[src/rtl/task_dispatcher.sv]
// Task dispatcher: a one-entry hold register feeds NUM_UNITS compute units.
// Each unit has a busy flag, a watchdog and a pending-completion record.
// All completions leave on one valid/ready channel in the order the units finish.
module task_dispatcher #(
    parameter int NUM_UNITS      = 4,
    parameter int TIMEOUT_CYCLES = 1024
) (
    input  logic                 clk,
    input  logic                 rst_n,
    input  logic [31:0]          task_id,
    input  logic                 task_valid,
    output logic                 task_ready,
    output logic [NUM_UNITS-1:0] unit_start,
    output logic [31:0]          unit_cmd,
    input  logic [NUM_UNITS-1:0] unit_done,
    output logic                 cpl_valid,
    output logic [31:0]          cpl_id,
    output logic [1:0]           cpl_status,
    input  logic                 cpl_ready,
    output logic [NUM_UNITS-1:0] busy_mask,
    output logic                 spurious_done
);

    localparam logic [1:0]  ST_OK       = 2'd0;
    localparam logic [1:0]  ST_TIMEOUT  = 2'd1;
    localparam logic [1:0]  ST_BAD_UNIT = 2'd2;
    localparam logic [3:0]  OP_NOP      = 4'hF;
    localparam logic [2:0]  UNITS_W     = 3'(NUM_UNITS);
    localparam logic [15:0] WD_LIMIT    = 16'(TIMEOUT_CYCLES - 1);

    logic                 ready_q, ready_d;
    logic                 hold_valid_q, hold_valid_d;
    logic [31:0]          hold_q, hold_d;
    logic [NUM_UNITS-1:0] busy_q, busy_d;
    logic [NUM_UNITS-1:0] pend_q, pend_d;
    logic [31:0]          unit_tid_q [NUM_UNITS];
    logic [31:0]          unit_tid_d [NUM_UNITS];
    logic [15:0]          wd_q [NUM_UNITS];
    logic [15:0]          wd_d [NUM_UNITS];
    logic [1:0]           pend_st_q [NUM_UNITS];
    logic [1:0]           pend_st_d [NUM_UNITS];
    logic                 cpl_valid_q, cpl_valid_d;
    logic [31:0]          cpl_id_q, cpl_id_d;
    logic [1:0]           cpl_status_q, cpl_status_d;
    logic                 spurious_q, spurious_d;

    logic [1:0]           hold_unit;
    logic                 hold_nop;
    logic                 hold_bad;
    logic                 hold_imm;
    logic [NUM_UNITS-1:0] launch;
    logic                 pend_found;
    logic [NUM_UNITS-1:0] pend_sel;
    logic [31:0]          pend_tid;
    logic [1:0]           pend_stat;

    // Decode the held word: NOP / bad unit become immediate completions, otherwise launch when the unit is free.
    always_comb begin
        hold_unit = hold_q[27:26];
        hold_nop  = (hold_q[31:28] == OP_NOP);
        hold_bad  = !hold_nop && ({1'b0, hold_unit} >= UNITS_W);
        hold_imm  = hold_valid_q && (hold_nop || hold_bad);
        launch    = '0;
        for (int i = 0; i < NUM_UNITS; i++) begin
            launch[i] = hold_valid_q && !hold_nop && (hold_unit == 2'(i))
                        && !busy_q[i] && !pend_q[i];
        end
    end

    // Lowest-index pending record wins the completion channel.
    always_comb begin
        pend_found = 1'b0;
        pend_sel   = '0;
        pend_tid   = '0;
        pend_stat  = ST_OK;
        for (int i = 0; i < NUM_UNITS; i++) begin
            if (pend_q[i] && !pend_found) begin
                pend_found  = 1'b1;
                pend_sel[i] = 1'b1;
                pend_tid    = unit_tid_q[i];
                pend_stat   = pend_st_q[i];
            end
        end
    end

    // Next state for hold, units, watchdogs and the completion register.
    always_comb begin
        hold_valid_d = hold_valid_q;
        hold_d       = hold_q;
        busy_d       = busy_q;
        pend_d       = pend_q;
        unit_tid_d   = unit_tid_q;
        wd_d         = wd_q;
        pend_st_d    = pend_st_q;
        cpl_valid_d  = cpl_valid_q;
        cpl_id_d     = cpl_id_q;
        cpl_status_d = cpl_status_q;
        spurious_d   = spurious_q;

        if (!cpl_valid_q || cpl_ready) begin
            cpl_valid_d = 1'b0;
            if (pend_found) begin
                cpl_valid_d  = 1'b1;
                cpl_id_d     = pend_tid;
                cpl_status_d = pend_stat;
                pend_d       = pend_q & ~pend_sel;
            end else if (hold_imm) begin
                cpl_valid_d  = 1'b1;
                cpl_id_d     = hold_q;
                cpl_status_d = hold_nop ? ST_OK : ST_BAD_UNIT;
                hold_valid_d = 1'b0;
            end
        end

        for (int i = 0; i < NUM_UNITS; i++) begin
            if (busy_q[i]) begin
                if (unit_done[i]) begin
                    busy_d[i]    = 1'b0;
                    pend_d[i]    = 1'b1;
                    pend_st_d[i] = ST_OK;
                end else if (wd_q[i] == WD_LIMIT) begin
                    busy_d[i]    = 1'b0;
                    pend_d[i]    = 1'b1;
                    pend_st_d[i] = ST_TIMEOUT;
                end else begin
                    wd_d[i] = wd_q[i] + 16'd1;
                end
            end else if (unit_done[i]) begin
                spurious_d = 1'b1;
            end
            if (launch[i]) begin
                busy_d[i]     = 1'b1;
                unit_tid_d[i] = hold_q;
                wd_d[i]       = 16'd0;
                hold_valid_d  = 1'b0;
            end
        end

        // Accept only when hold is empty; never overlaps with hold being cleared.
        if (task_valid && ready_q) begin
            hold_valid_d = 1'b1;
            hold_d       = task_id;
        end

        // Ready is a flop so it reads 0 in reset and has no path from task_valid.
        ready_d = !hold_valid_d;
    end

    // State registers.
    always_ff @(posedge clk or negedge rst_n) begin
        if (!rst_n) begin
            ready_q      <= 1'b0;
            hold_valid_q <= 1'b0;
            hold_q       <= '0;
            busy_q       <= '0;
            pend_q       <= '0;
            cpl_valid_q  <= 1'b0;
            cpl_id_q     <= '0;
            cpl_status_q <= ST_OK;
            spurious_q   <= 1'b0;
            for (int i = 0; i < NUM_UNITS; i++) begin
                unit_tid_q[i] <= '0;
                wd_q[i]       <= '0;
                pend_st_q[i]  <= ST_OK;
            end
        end else begin
            ready_q      <= ready_d;
            hold_valid_q <= hold_valid_d;
            hold_q       <= hold_d;
            busy_q       <= busy_d;
            pend_q       <= pend_d;
            cpl_valid_q  <= cpl_valid_d;
            cpl_id_q     <= cpl_id_d;
            cpl_status_q <= cpl_status_d;
            spurious_q   <= spurious_d;
            for (int i = 0; i < NUM_UNITS; i++) begin
                unit_tid_q[i] <= unit_tid_d[i];
                wd_q[i]       <= wd_d[i];
                pend_st_q[i]  <= pend_st_d[i];
            end
        end
    end

    assign task_ready    = ready_q;
    assign unit_start    = launch;
    assign unit_cmd      = (|launch) ? hold_q : 32'd0;
    assign cpl_valid     = cpl_valid_q;
    assign cpl_id        = cpl_id_q;
    assign cpl_status    = cpl_status_q;
    assign busy_mask     = busy_q;
    assign spurious_done = spurious_q;

endmodule

[config.mk]
export PLATFORM = sky130hd
export DESIGN_NAME = task_dispatcher
export DESIGN_NICKNAME = d
export VERILOG_FILES = /design/src/rtl/task_dispatcher.sv
export SDC_FILE = /design/constraint.sdc
export NUM_CORES = 1
export LEC_CHECK = 0
export CAP_MARGIN = 40
export CORE_ASPECT_RATIO = 1.25
export CORE_MARGIN = 1.5
export CORE_UTILIZATION = 60
export CTS_CLUSTER_DIAMETER = 30
export DETAILED_ROUTE_END_ITERATION = 12
export GPL_TIMING_DRIVEN = 0
export HOLD_SLACK_MARGIN = 0.05
export PLACE_DENSITY = 0.83
export SYNTH_ARGS = -nofsm -noshare
export SYNTH_HDL_FRONTEND = slang
export SYNTH_SLANG_ARGS = --single-unit
[constraint.sdc]
create_clock -name clk -period 2.72 [get_ports clk]
set_input_delay 0.408 -clock clk [delete_from_list [all_inputs] [get_ports clk]]
set_output_delay 0.408 -clock clk [all_outputs]
set_load 0.005 [all_outputs]
### Word-level counts from Yosys, hierarchy flattened

Cells that the tools add are included.

| storage, ports and cells | value |
|---|---|
| register bits | 278 |
| bits of input ports | 40 |
| output and inout port bits | 77 |
| word-level logic and storage cells | 189 |

| cells by class | value |
|---|---|
| add/sub/neg operators | 4 |
| equal/unequal tests | 16 |
| multiplexer cells | 93 |
| bitwise logic cells | 2 |
| reduce and logical (&&, ||, !) cells | 53 |

Operators with widths:

| cell | count |
|---|---|
| $mux W16 | 16 |
| $mux W32 | 7 |
| $add A16 B1 Y16 const B | 4 |
| $eq A16 B10 Y1 const B | 4 |
| $mux W1 | 53 |
| $mux W2 | 15 |
| $logic_and A1 B1 Y1 | 18 |
| $reduce_bool A2 Y1 | 9 |
| $ne A2 B2 Y1 const B | 8 |
| $logic_not A1 Y1 | 14 |
| $reduce_and A3 Y1 | 4 |
| $reduce_and A2 Y1 | 5 |
| $mux W4 | 2 |
| $and A4 B4 Y4 | 1 |
| $eq A2 B2 Y1 const B | 2 |
| $eq A4 B4 Y1 const B | 1 |
| $not A4 Y4 | 1 |
| $reduce_or A4 Y1 | 1 |
| $eq A2 B1 Y1 const B | 1 |
| $logic_not A2 Y1 | 1 |
| $logic_or A1 B1 Y1 | 1 |

### Depth between registers and ports, before layout

Gate-level depths: netlist (run 1).

| depth | value |
|---|---|
| depth in word-level cells | 18 |
| depth in mapped cells | 7 |
| mapped depth without buffers | 5 |

### Least setup slack after synthesis (run 1)

OpenSTA, ideal clock, no wires.

| timing path | value |
|---|---|
| path kind | flip-flop to output port |
| from | register pend_q[3] |
| to | output unit_cmd[22] |
| data arrival time | 1550 ps |
| data required time | 2312 ps |
| path slack | 762 ps |
| cell stages (with the launch flop) | 7 |
| buffers on the path | 2 |
| cell sequence | dfrtp_1 -> clkbuf_1 -> nor3b_1 -> nor2_1 -> a211oi_2 -> clkbuf_1 -> and2_1 |

| on the way | value |
|---|---|
| cells in the longest elaborated chain, start to end | 4 |

RTL lines:

| element | RTL line | text |
|---|---|---|
| start, declared | 35 | `logic [NUM_UNITS-1:0] pend_q, pend_d;` |
| start signal, assigned | 171 | `pend_q <= pend_d;` |
| $logic_not A1 Y1 | 66 | `&& !busy_q[i] && !pend_q[i];` |
| $logic_and A1 B1 Y1 | 66 |  |
| $reduce_or A4 Y1 | 186 | `assign unit_cmd = (\|launch) ? hold_q : 32'd0;` |
| $mux W32 | 186 |  |
| end, declared | 14 | `output logic [31:0] unit_cmd,` |

Every way passes these cells.

### Worst setup path in the final report (run 1)

| timing path | value |
|---|---|
| from | register hold_q[26] |
| to | output unit_cmd[29] |

| on the way | value |
|---|---|
| cells in the longest elaborated chain, start to end | 6 |
| elaborated cells on any way between the ends | 18 |
| classes of those cells | eq/ne: 3; mux: 1; reduce/logical: 14 |

RTL lines:

| element | RTL line | text |
|---|---|---|
| start, declared | 33 | `logic [31:0] hold_q, hold_d;` |
| start signal, assigned | 169 | `hold_q <= hold_d;` |
| $eq A2 B1 Y1 (tied with other cells) | 65 | `launch[i] = hold_valid_q && !hold_nop && (hold_unit == 2'(i))` |
| $logic_and A1 B1 Y1 | 65 |  |
| $logic_and A1 B1 Y1 (2 in series) | 66 |  |
| $reduce_or A4 Y1 * | 186 |  |
| $mux W32 * | 186 |  |

Every way passes the cells marked *; elsewhere a longest branch is shown, timed or not.

==> impl.org, run 1 <==
** Synthesis
- Share of flip-flops with an asynchronous set or reset :: 100.0%
- Share of synthesized area occupied by flip-flops and latches :: 53.74%
- Post-synthesis sequential element count :: 274
- Yosys warnings :: 0
- Fraction of the mapped netlist area in compound gates :: 13.49%
- Among all flip-flop cells after synthesis, the most frequent one is sky130_fd_sc_hd__dfrtp_1.
- Of the total synthesized cell area, the portion taken by XOR and XNOR cells is 0.06864%.
- Cell type contributing the most total cell area after synthesis :: sky130_fd_sc_hd__dfrtp_1
- Number of flops mapped to enable cells by yosys :: 0
- Dominant combinational cell family by area after synthesis :: simple AND/OR/NAND/NOR gates
- Post-synthesis net count :: 1382
- After synthesis, the largest area contributor takes up 53.74% of total cell area.
- Simple-Gate Fraction of Synth Area :: 23.08%
- Multiplexer share of the synthesized area :: 4.570%
- Arithmetic-cell share of the synthesized area counting full adders, half adders and majority gates :: 0.3922%
- In the post-synthesis netlist, the biggest area contributors are sky130_fd_sc_hd__dfrtp_1 54%, sky130_fd_sc_hd__nand2_1 11%, sky130_fd_sc_hd__mux2_2 3.0%.
- Counting every instance in the synthesized netlist gives 1338.
- The number of different library cells used by synthesis comes to 65.
- The synthesized netlist occupies a cell area of 12760 sq um.
- Per-instance average area after synthesis :: 9.536 sq um

** Timing
- Number of hold violations in the final report :: 0
- The worst path in the final design needs a cycle of 2.810 ns, including I/O delays and setup.
- The clock arrives with 0.01970 ns of skew.
- PnR worst setup slack :: -0.09032 ns
- Setup violations remaining at the end of the flow were counted as 11.
- Final period util :: 103.3%
- Transition at the pin with the smallest max-transition slack :: 0.8356 ns
- Fin Setup TNS :: -0.7031 ns
- Setup repair after global routing could not meet its margin everywhere.
- Headroom to the max-slew limit :: 44.29%
- Fmax :: 355.8 MHz
- Pins Over Slew Limit :: 0

** Drt
- DR iter-0 viols :: 1178
- Residual antenna-violating net count after detailed routing :: 0
- Per-cell via count in the routed design :: 6.252
- In the final routed layout, each cell accounts on average for 20.46 microns.
- Detailed Route WL :: 37850 microns
- Pre-antenna DRT Iters :: 6
- After detailed routing, the number of remaining DRC violations is 0.
- Number of vias in the routed layout :: 11570

** Pwr
- Of the total power, combinational logic draws 36.4%.
- Pwr Density :: 1284 nW/um^2
- Power spent charging and discharging nets :: 7.821 mW
- Internal power contribution :: 13.26 mW
- Sequential Power Share :: 34.0%
- Total power draw :: 21.08 mW
- Net Sw Frac :: 37.09%
- Across the VDD grid, the largest voltage drop is 0.0008182 V.
- Leak Pwr :: 7.691 nW
- Share of power burned in the clock network :: 29.6%

** Hold path
- Class of the tightest hold or removal check :: input port to async pin

** Final layout
- Once layout is complete, the utilization of the core stands at 78.86%.
- Fraction of layout instances using a drive strength above 1 :: 14.53%
- # fillers :: 1295
- Layout net count :: 1583
- Antenna fix cells :: 0
- Layout area overhead :: 28.65%

** Worst setup path
- Worst reg2reg setup slack :: 0 ns
- Launching instance or port of the critical path :: hold_q[26]
- STA classifies the critical path startpoint as a flop.
- Data arrives at the worst endpoint at 2.40 ns.
- STA classifies the critical path endpoint as an output pin.
- STA puts the critical path data required time at 2.31 ns.
- The worst register-to-register path begins at pend_q[1].
- Crit-path max FO :: 5
- Kind of critical path :: flop to output pin

** CTS
- The clock tree synthesis step divided the H-tree into 2 levels.
- Post-CTS clock slew at the launch and capture registers of the worst setup and hold paths :: 0.06 ns
- TritonCTS built the clock tree.
- Cell at the root of the clock tree :: sky130_fd_sc_hd__clkbuf_16
- Worst-skew pair later-pin latency :: 0.55 ns
- The longest clock path from root to sink contains 3 buffers.
- In this run, CTS created clock tree buffers numbering 45.
- The tree built by TritonCTS fans out to 274 sinks.

** Global route
- The number of global-route vias before repair came to 11530.
- Global routing consumed, over all layers together, 33.96% of the routing resources.
- Entering global routing, the biggest net connects 119 pins.
- Wire length of the first global-routing pass :: 59800 microns
- Initial antenna violation count :: 0
- Total congestion overflow after global routing :: 0

** Floorplanning
- The core region is 20820 sq um.
- Starting density of the core :: 61.29%
- Placement row count :: 59
- In this run the horizontal extent of the chip is 133.4 microns.
- Total die area :: 22160 sq um
- 117 I/O pins were placed.
- The die is 166.0 microns tall.

** Placed design
- Input and output buffers added on the ports amount to 116.
- GP Congestion :: 0.8675
- Summed over all nets, the half-perimeter wirelength after detailed placement is 22440 microns.
- Dpl ws :: -0.4153 ns

** Job
- Max-cap violations in this run came to 0.

** Status
- Run status :: finished with violations
- The checks that failed: negative setup slack.
[cells in the final DEF, fill, tap and decap left out, types with 14 or more instances in the layout]
master,n
sky130_fd_sc_hd__nand2b_1,38
sky130_fd_sc_hd__clkdlybuf4s50_1,80
sky130_fd_sc_hd__a221oi_1,28
sky130_fd_sc_hd__dlygate4sd2_1,19
sky130_fd_sc_hd__clkbuf_1,50
sky130_fd_sc_hd__o21ai_0,49
sky130_fd_sc_hd__dfrtp_1,263
sky130_fd_sc_hd__nand3_1,31
sky130_fd_sc_hd__nand4_1,18
sky130_fd_sc_hd__o221ai_1,31
sky130_fd_sc_hd__nor2_1,35
sky130_fd_sc_hd__o31ai_1,22
sky130_fd_sc_hd__mux2i_1,20
sky130_fd_sc_hd__or4_1,21
sky130_fd_sc_hd__mux2_2,34
sky130_fd_sc_hd__and2_1,37
sky130_fd_sc_hd__buf_4,39
sky130_fd_sc_hd__a2bb2oi_1,32
sky130_fd_sc_hd__clkbuf_16,49
sky130_fd_sc_hd__a21oi_1,43
sky130_fd_sc_hd__inv_1,70
sky130_fd_sc_hd__buf_2,14
sky130_fd_sc_hd__nand2_1,358
[cell families (layout without fill, tap and decap cells)]
kind of cell	after synthesis	after routing
XOR/XNOR	1	1
buffers and inverters	152	390
flip-flops	274	274
adder cells (fa/ha/maj)	4	4
multiplexers	54	54
AO/OA/AOI/OAI	241	241
AND/OR/NAND/NOR	612	612
[repair_timing]
action / CTS / global route
resized for setup: 79 / 26
pin swaps: 7 / 6
hold endpoints to repair: 61 / 0
buffers inserted: 21 / 19
hold buffers: 1 / 0
gates cloned: 0 / 0
setup endpoints to repair: 36 / 46
[worst paths after layout]
kind | end | cells past startpoint
worst max-delay path | unit_cmd[29] | 8
worst min-delay path | wd_q[36] | 2
worst max register to register | cpl_id[26] | 6
worst min register to register | unit_tid_q[103] | 2
max in group asynchronous | hold_q[29] | 3
min in group clk | unit_tid_q[103] | 2
[state kept, by name (all words and copies together), names as in the netlist]
name           cells
task_ready         1
cpl_valid          1
cpl_id            32
unit_tid_q       128
pend_st_q          4
hold_q            32
pend_q             4
spurious_done      1
busy_mask          4
hold_valid_q       1
wd_q              64
cpl_status         2
[area by class of cell]
cell class | instances | area [sq um] | area share, %
clock buffer | 48 | 1180 | 7.188
multi-input combinational | 912 | 5373 | 32.73
sequential | 274 | 6870 | 41.85
inverter | 74 | 285.3 | 1.738
timing repair buffer | 159 | 1489 | 9.070
tap | 274 | 342.8 | 2.088
clock inverter | 36 | 499.2 | 3.041
buffer | 73 | 376.6 | 2.294
[power by group through the flow]
stage / Sequential (mW) / Clock (mW) / Combinational, mW
2_1_floorplan: 6.63 / 0 / 4.10
3_3_place_gp: 7.02 / 0 / 6.51
3_5_place_dp: 7.07 / 0 / 6.74
6_report: 7.16 / 6.24 / 7.68
4_1_cts: 7.07 / 6.25 / 7.26
5_1_grt: 7.30 / 6.46 / 8.30
[cells in the mapped netlist, types with 2 or more instances]
cell,number
sky130_fd_sc_hd__buf_1,5
sky130_fd_sc_hd__nor2b_1,6
sky130_fd_sc_hd__nor2_1,36
sky130_fd_sc_hd__a2bb2oi_1,32
sky130_fd_sc_hd__nand2_1,359
sky130_fd_sc_hd__ha_1,4
sky130_fd_sc_hd__o21ai_0,49
sky130_fd_sc_hd__or4_1,21
sky130_fd_sc_hd__and2_1,38
sky130_fd_sc_hd__nand2b_1,38
sky130_fd_sc_hd__nor3_1,10
sky130_fd_sc_hd__mux2i_1,20
sky130_fd_sc_hd__a221oi_1,28
sky130_fd_sc_hd__a21o_1,2
sky130_fd_sc_hd__o21ai_1,7
sky130_fd_sc_hd__and4_1,9
sky130_fd_sc_hd__nand4b_1,3
sky130_fd_sc_hd__o21a_1,3
sky130_fd_sc_hd__o31ai_1,22
sky130_fd_sc_hd__nor3b_1,4
sky130_fd_sc_hd__a22oi_1,3
sky130_fd_sc_hd__a21oi_1,43
sky130_fd_sc_hd__o221ai_1,31
sky130_fd_sc_hd__nor4_1,2
sky130_fd_sc_hd__or4_4,4
sky130_fd_sc_hd__clkbuf_1,56
sky130_fd_sc_hd__mux2_2,34
sky130_fd_sc_hd__nand4_1,18
sky130_fd_sc_hd__nor4_4,2
sky130_fd_sc_hd__o211ai_1,3
sky130_fd_sc_hd__inv_1,74
sky130_fd_sc_hd__buf_2,16
sky130_fd_sc_hd__nor4_2,2
sky130_fd_sc_hd__nand4bb_1,2
sky130_fd_sc_hd__or3_1,11
sky130_fd_sc_hd__a31oi_1,2
sky130_fd_sc_hd__dfrtp_1,274
sky130_fd_sc_hd__nand3_1,31
sky130_fd_sc_hd__and3_1,8
[critical path, stage by stage (launching register included)]
cell and delay (ns):
sky130_fd_sc_hd__dfrtp_2 0.46, sky130_fd_sc_hd__nor3_2 0.28, sky130_fd_sc_hd__nor3_2 0.10, sky130_fd_sc_hd__a211oi_4 0.23
sky130_fd_sc_hd__buf_6 0.18, sky130_fd_sc_hd__clkbuf_16 0.15, sky130_fd_sc_hd__buf_4 0.12, sky130_fd_sc_hd__and2_1 0.13
sky130_fd_sc_hd__clkdlybuf4s15_1 0.20
[per-layer routing]
| layer | share of wire, % | up-vias | wire length (microns) | track usage [%] |
|---|---|---|---|---|
| li1 | - | 5055 | - | - |
| met1 | 37 | 5681 | 13900 | 42.10 |
| met2 | 50 | 683 | 19020 | 56.45 |
| met3 | 9.1 | 148 | 3439 | 7.631 |
| met4 | 3.9 | 0 | 1493 | 16.26 |
| met5 | 0 | - | 0 | 0 |
[stage by stage]
step	area, sq um	hold slack [ns]	std cells
final	16420	0.4159	1850
after global routing	16420	0.4691	1850
after CTS	16270	0.4379	1831
after detailed placement	14320	0.3941	1730
after global placement	14260	0.4268	1728
after floorplan	12760	0.1124	1338
(Power assumes the default switching activity.)
==> inputs of run 2 (changes only) <==
--- a/config.mk
+++ b/config.mk
@@ -9,7 +9,6 @@
 export CORE_ASPECT_RATIO = 1.25
 export CORE_MARGIN = 1.5
 export CORE_UTILIZATION = 60
-export CTS_CLUSTER_DIAMETER = 30
 export DETAILED_ROUTE_END_ITERATION = 12
 export GPL_TIMING_DRIVEN = 0
 export HOLD_SLACK_MARGIN = 0.05
==> impl.org, run 2 (synthesis results as in run 1) <==
** Drt
- Per-cell via count in the routed design :: 6.189
- Number of vias in the routed layout :: 11230
- Detailed Route WL :: 36130 microns
- Wire length the detailed router placed on met1 :: 13440 microns
- Met3 Wirelength :: 3318 microns
- In the detailed route, the total length drawn on met2 is 17620 microns.
- Pre-antenna DRT Iters :: 9
- Post-DR wirelength/cell :: 19.92 microns
- After detailed routing, no signal wire sits above met4.
- Once detail routing completed, the nets flagged for antenna violations numbered 0.
- In the routed design, unresolved DRC markers number 0.
- After the first detailed-routing iteration, the DRC count stood at 1126.

** Timing
- Number of hold violations in the final report :: 0
- Hold timing on the final database bottoms out at a slack of 0.4084 ns.
- For the final database, setup skew stands at 0.03041 ns.
- Final setup vio count :: 19
- Pins Over Slew Limit :: 0
- Fin Setup TNS :: -3.127 ns
- Final period util :: 108.6%
- Based on the critical path, the design can be clocked at up to 338.5 MHz.
- Transition at the pin with the smallest max-transition slack :: 0.8169 ns
- After layout, the minimum clock period comes to 2.954 ns.
- Headroom to the max-slew limit :: 45.54%
- Once routing completed, OpenROAD measured the worst setup slack at -0.2340 ns.
- Setup repair after global routing missed its margin :: yes

** Pwr
- IR analysis of the VDD net gives a maximum drop of 0.001037 V.
- Leak Pwr :: 7.414 nW
- Pwr Density :: 1180 nW/um^2

** Hold path
- The tightest min-delay check is of the input port to async pin type.

** Global route
- Number of global-route vias before repair :: 10990
- The first global-routing pass estimated 56750 microns of wire.
- Total congestion overflow after global routing :: 0
- Largest net degree at the start of global routing :: 119
- Global routing used 32.10% of the available tracks across all layers.
- The initial antenna violation count was 0.

** Final layout
- unit_tid_q holds more flip-flops than any other register.
- Leaving out fill and tap cells, the most frequent cell in the layout is sky130_fd_sc_hd__nand2_1.
- 0 antenna diodes ended up in the layout.
- Count of placed standard cells in the final layout, fillers left out :: 1814
- Biggest regs :: unit_tid_q: 128 flops, wd_q: 64 flops
- In the final layout, the share of cells above drive strength 1 is 11.95%.
- In the final design database the tool counted 1566 nets.
- The register with the most flip-flops in the layout has 128 of them.
- Final core utilization :: 75.23%
- Top library cells by usage in the layout, fill and taps aside :: 359 x sky130_fd_sc_hd__nand2_1, 262 x sky130_fd_sc_hd__dfrtp_1, 89 x sky130_fd_sc_hd__clkdlybuf4s50_1
- Layout area overhead :: 22.73%

** Worst setup path
- Crit-path max FO :: 5
- Kind of critical path :: flop to output pin
- Data required, critical path :: 2.31 ns
- Data on the critical path arrives at its endpoint at 2.55 ns.
- STA classifies the critical path startpoint as a flop.
- Setup crit end kind :: output pin

** Floorplanning
- Boundary pin count :: 117
- Die width :: 133.4 microns
- The die covers 22160 sq um.
- Starting density of the core :: 61.29%
- The floorplan has 59 rows.
- Die height :: 166.0 microns
- The floorplan step defined a core boundary enclosing 20820 sq um.

** CTS
- TritonCTS built the clock tree.
- Clock-pin slew was measured on the worst setup and hold paths at 0.07 ns.
- Counting the buffers created by CTS gives 27.
- In this run the number of H-tree levels came out at 1.
- Cell at the root of the clock tree :: sky130_fd_sc_hd__clkbuf_16
- The clock reaches the later pin of the worst-skew pair after 0.55 ns.
- CTS saw 274 sinks.
- Counting along the longest clock path gives a buffer depth of 3.

** Placed design
- Number of buffers added on ports :: 116
- HPWL after detailed placement :: 22440 microns
- GP Congestion :: 0.8675
- After detailed placement, the design holds a cell count of 1730.

** Job
- Max-cap violations in this run came to 0.

** Status
- The run finished, with violations left.
- Violated checks :: negative setup slack
## run 2: stage by stage
| stage | setup slack, ns | area, sq um | total power [mW] |
|---|---|---|---|
| final | -0.2340 | 15660 | 18.48 |
| after global routing | -0.2672 | 15660 | 19.46 |
| after CTS | -0.1699 | 15480 | 18.02 |
| after detailed placement | -0.4153 | 14320 | 13.81 |
| after global placement | -10.38 | 14260 | 13.53 |
| after floorplan | 0.7621 | 12760 | 10.73 |
## run 2: worst paths after layout
| check | start | to | slack [ns] | cells past startpoint |
|---|---|---|---|---|
| max | hold_q[26] | unit_cmd[16] | -0.23 | 7 |
| min | rst_n | wd_q[48] | 0.41 | 2 |
| max reg2reg | cpl_valid | cpl_id[27] | 0.03 | 6 |
| min reg2reg | unit_tid_q[98] | unit_tid_q[98] | 0.47 | 2 |
| max in group asynchronous | rst_n | hold_q[30] | 1.33 | 3 |
| min in group clk | task_id[13] | hold_q[13] | 0.47 | 2 |
## run 2: where the power goes
group / total, mW / internal, mW / switching (mW)
clock network: 3.69 / 2.13 / 1.56
logic: 7.69 / 3.65 / 4.04
registers: 7.10 / 5.69 / 1.42
total: 18.5 / 11.5 / 7.02
## run 2: layer usage
layer | GRT usage (%) | vias up
met5 | 0 | -
met4 | 14.60 | 0
met3 | 5.983 | 144
met2 | 53.66 | 610
met1 | 40.67 | 5487
li1 | - | 4986
## run 2: layout make-up
cell class | count | area [sq um]
multi-input combinational | 912 | 5371
buffer | 72 | 351.6
timing repair buffer | 161 | 1569
clock inverter | 7 | 63.81
sequential | 274 | 6872
clock buffer | 40 | 804.5
tap | 274 | 342.8
inverter | 74 | 285.3
fill | 1417 | 5157
## run 2: worst max-delay path, stage by stage (launching register included)
cell and delay [ns]:
sky130_fd_sc_hd__dfrtp_2 0.47, sky130_fd_sc_hd__nor3b_4 0.29, sky130_fd_sc_hd__nor3_2 0.09, sky130_fd_sc_hd__a211oi_4 0.17, sky130_fd_sc_hd__buf_6 0.19, sky130_fd_sc_hd__clkbuf_16 0.16
sky130_fd_sc_hd__and2_1 0.12, sky130_fd_sc_hd__clkdlybuf4s50_1 0.49
## run 2: repair_timing
| action | CTS | global route |
|---|---|---|
| setup buffers | 25 | 16 |
| gates cloned | 0 | 1 |
| hold endpoints to repair | 61 | 0 |
| endpoints found under the setup margin | 36 | 33 |
| pin swaps | 5 | 4 |
| hold buffers | 1 | 0 |
| resized for setup | 56 | 26 |
==> inputs of run 3 (changes only) <==
--- a/config.mk
+++ b/config.mk
@@ -8,11 +8,11 @@
 export CAP_MARGIN = 40
 export CORE_ASPECT_RATIO = 1.25
 export CORE_MARGIN = 1.5
-export CORE_UTILIZATION = 60
+export CORE_UTILIZATION = 62
 export DETAILED_ROUTE_END_ITERATION = 12
 export GPL_TIMING_DRIVEN = 0
 export HOLD_SLACK_MARGIN = 0.05
-export PLACE_DENSITY = 0.83
+export PLACE_DENSITY = 0.85
 export SYNTH_ARGS = -nofsm -noshare
 export SYNTH_HDL_FRONTEND = slang
 export SYNTH_SLANG_ARGS = --single-unit
==> impl.org, run 3 (synthesis results as in run 1) <==
** CTS
- Clock buffer count from CTS :: 27
- In this run the number of H-tree levels came out at 1.
- The longest clock path from root to sink contains 3 buffers.
- Worst-skew pair later-pin latency :: 0.53 ns
- Clock-pin slew was measured on the worst setup and hold paths at 0.06 ns.
- Clock net sink count :: 274
- In this run the clock root is driven by a sky130_fd_sc_hd__clkbuf_16.
- TritonCTS built the clock tree.

** Final layout
- The largest registers in the layout are unit_tid_q: 128 flops, wd_q: 64 flops.
- The count of cells in the finished layout, fillers not included, comes to 1792.
- Top library cells by usage in the layout, fill and taps aside :: 358 x sky130_fd_sc_hd__nand2_1, 262 x sky130_fd_sc_hd__dfrtp_1, 82 x sky130_fd_sc_hd__clkdlybuf4s50_1
- Fraction of layout instances using a drive strength above 1 :: 12.61%
- The library cell used most frequently in the layout, excluding fill and tap cells, is sky130_fd_sc_hd__nand2_1.
- The number of antenna diodes in the final layout is 0.
- Flip-flop count of the largest register after layout :: 128
- Layout area overhead :: 21.51%
- After the last flow step, the layout net total stands at 1550.
- Register containing the most flip-flops in the final layout :: unit_tid_q

** Timing
- Dividing the final minimum period by the clock period gives 99.53%.
- For the final database, setup skew stands at 0.01018 ns.
- Setup violations remaining at the end of the flow were counted as 0.
- Fmax :: 369.4 MHz
- At the pin with the least slew margin, the transition time is 0.7804 ns.
- Headroom to the max-slew limit :: 47.97%
- The number of pins exceeding their max-slew limit in the final report came to 0.
- Setup repair after global routing could not meet its margin everywhere.
- Fin Setup TNS :: 0 ns
- The smallest clock period supported by the final layout is computed as 2.707 ns.
- Number of hold violations in the final report :: 0

** Worst setup path
- In this run the register-to-register setup slack is 0.05 ns.
- STA classifies the critical path endpoint as an output pin.
- Of all nets on the critical path, the largest fanout is 6.
- Kind of critical path :: flop to output pin
- Data required, critical path :: 2.31 ns
- Data arrives at the worst endpoint at 2.30 ns.
- The worst setup path is launched from a flop.

** Floorplanning
- Boundary pin count :: 117
- The initial utilization of the core area, before any placement, comes to 63.25%.
- Placement row count :: 58
- The die covers 21450 sq um.
- The total area inside the core boundary comes to 20170 sq um.
- Die width :: 131.3 microns
- Die height :: 163.4 microns

** Drt
- After detailed routing, the total wire length is 37060 microns.
- The detailed router finished its first iteration with 1128 violations.
- Dividing the detail-routed wire length by the instance count gives 20.68 microns.
- Number of vias in the routed layout :: 11440
- After detailed routing, the number of remaining DRC violations is 0.
- In this run the remaining antenna-violating nets after routing total 0.
- The pre-antenna-repair detailed-routing pass consisted of 7 iterations.
- In the routed layout, each cell is associated on average with a via count of 6.382.

** Placed design
- The congestion estimate from routability-driven global placement came to 0.8868.
- During placement, the flow inserted port buffers numbering 116.
- Counting tap cells, the placed design contains a total of 1727 instances.
- Detailed placement ended at an HPWL of 22840 microns.

** Pwr
- Peak ir drop on the vdd network :: 0.0008048 V
- Leak Pwr :: 7.192 nW
- Dividing total power by cell area gives a power density of 1197 nW/um^2.

** Global route
- Global routing finished with a remaining overflow of 0.
- Wire length of the first global-routing pass :: 59400 microns
- Entering global routing, the biggest net connects 103 pins.
- The number of global-route vias before repair came to 11490.
- Total Routing Usage GR :: 34.54%
- The initial antenna violation count was 0.

** Status
- Run status :: complete, no violations

** Hold path
- Class of the tightest hold or removal check :: input port to async pin

** Job
- Number of max-cap violations :: 0
run 3: area by class of cell:
cell class | instances | area (sq um)
buffer | 69 | 301.5
clock buffer | 39 | 770.7
clock inverter | 6 | 105.1
fill | 1368 | 4669
inverter | 74 | 299.0
multi-input combinational | 912 | 5396
sequential | 274 | 6872
tap | 270 | 337.8
timing repair buffer | 147 | 1416
timing repair inverter | 1 | 6.256
run 3: metrics by stage:
stage | utilization (%) | setup slack, ns | instance area, sq um | total power [mW] | hold WS (ns)
3_5_place_dp | 71.11 | -0.3674 | 14350 | 13.82 | 0.3042
6_report | 76.85 | 0.01287 | 15500 | 18.55 | 0.3500
3_3_place_gp | 70.68 | -10.38 | 14260 | 13.51 | 0.4264
2_1_floorplan | - | 0.7621 | 12760 | 10.73 | 0.1124
4_1_cts | 76.66 | -0.1563 | 15470 | 18.06 | 0.3566
5_1_grt | 76.85 | -0.05360 | 15500 | 19.44 | 0.3711
run 3: critical path, stage by stage, from the launching register on:
cell	delay, ns
sky130_fd_sc_hd__dfrtp_2	0.46
sky130_fd_sc_hd__nand4_1	0.23
sky130_fd_sc_hd__buf_4	0.16
sky130_fd_sc_hd__nand4_1	0.22
sky130_fd_sc_hd__clkinvlp_4	0.20
sky130_fd_sc_hd__clkdlybuf4s50_1	0.50
run 3: what timing repair did:
| item | CTS | global route |
|---|---|---|
| endpoints found under the setup margin | 36 | 27 |
| buffers inserted | 18 | 9 |
| hold buffers | 1 | 0 |
| cloned | 1 | 1 |
| gates resized for setup | 95 | 62 |
| hold endpoints to repair | 36 | 0 |
| pin swaps | 5 | 4 |
run 3: worst paths after layout:
check,startpoint,to,cells past startpoint
setup / recovery,hold_q[28],unit_start[2],5
hold / removal,rst_n,wd_q[36],2
setup reg to reg,pend_q[3],cpl_id[26],6
hold reg to reg,unit_tid_q[116],unit_tid_q[116],2
max in group asynchronous,rst_n,hold_q[31],5
min in group clk,unit_tid_q[116],unit_tid_q[116],2
run 3: per-layer routing:
metal | up-vias | wire length (microns) | track usage (%)
met5 | - | 0 | 0
met4 | 0 | 1892 | 16.46
met3 | 183 | 3184 | 5.338
met2 | 702 | 18210 | 59.48
met1 | 5585 | 13770 | 43.22
li1 | 4967 | - | -
run 3: where the power goes:
part	internal [mW]	switching (mW)	total, mW
combinational	3.53	4.09	7.62
clock	2.23	1.55	3.78
sequential	5.69	1.46	7.15
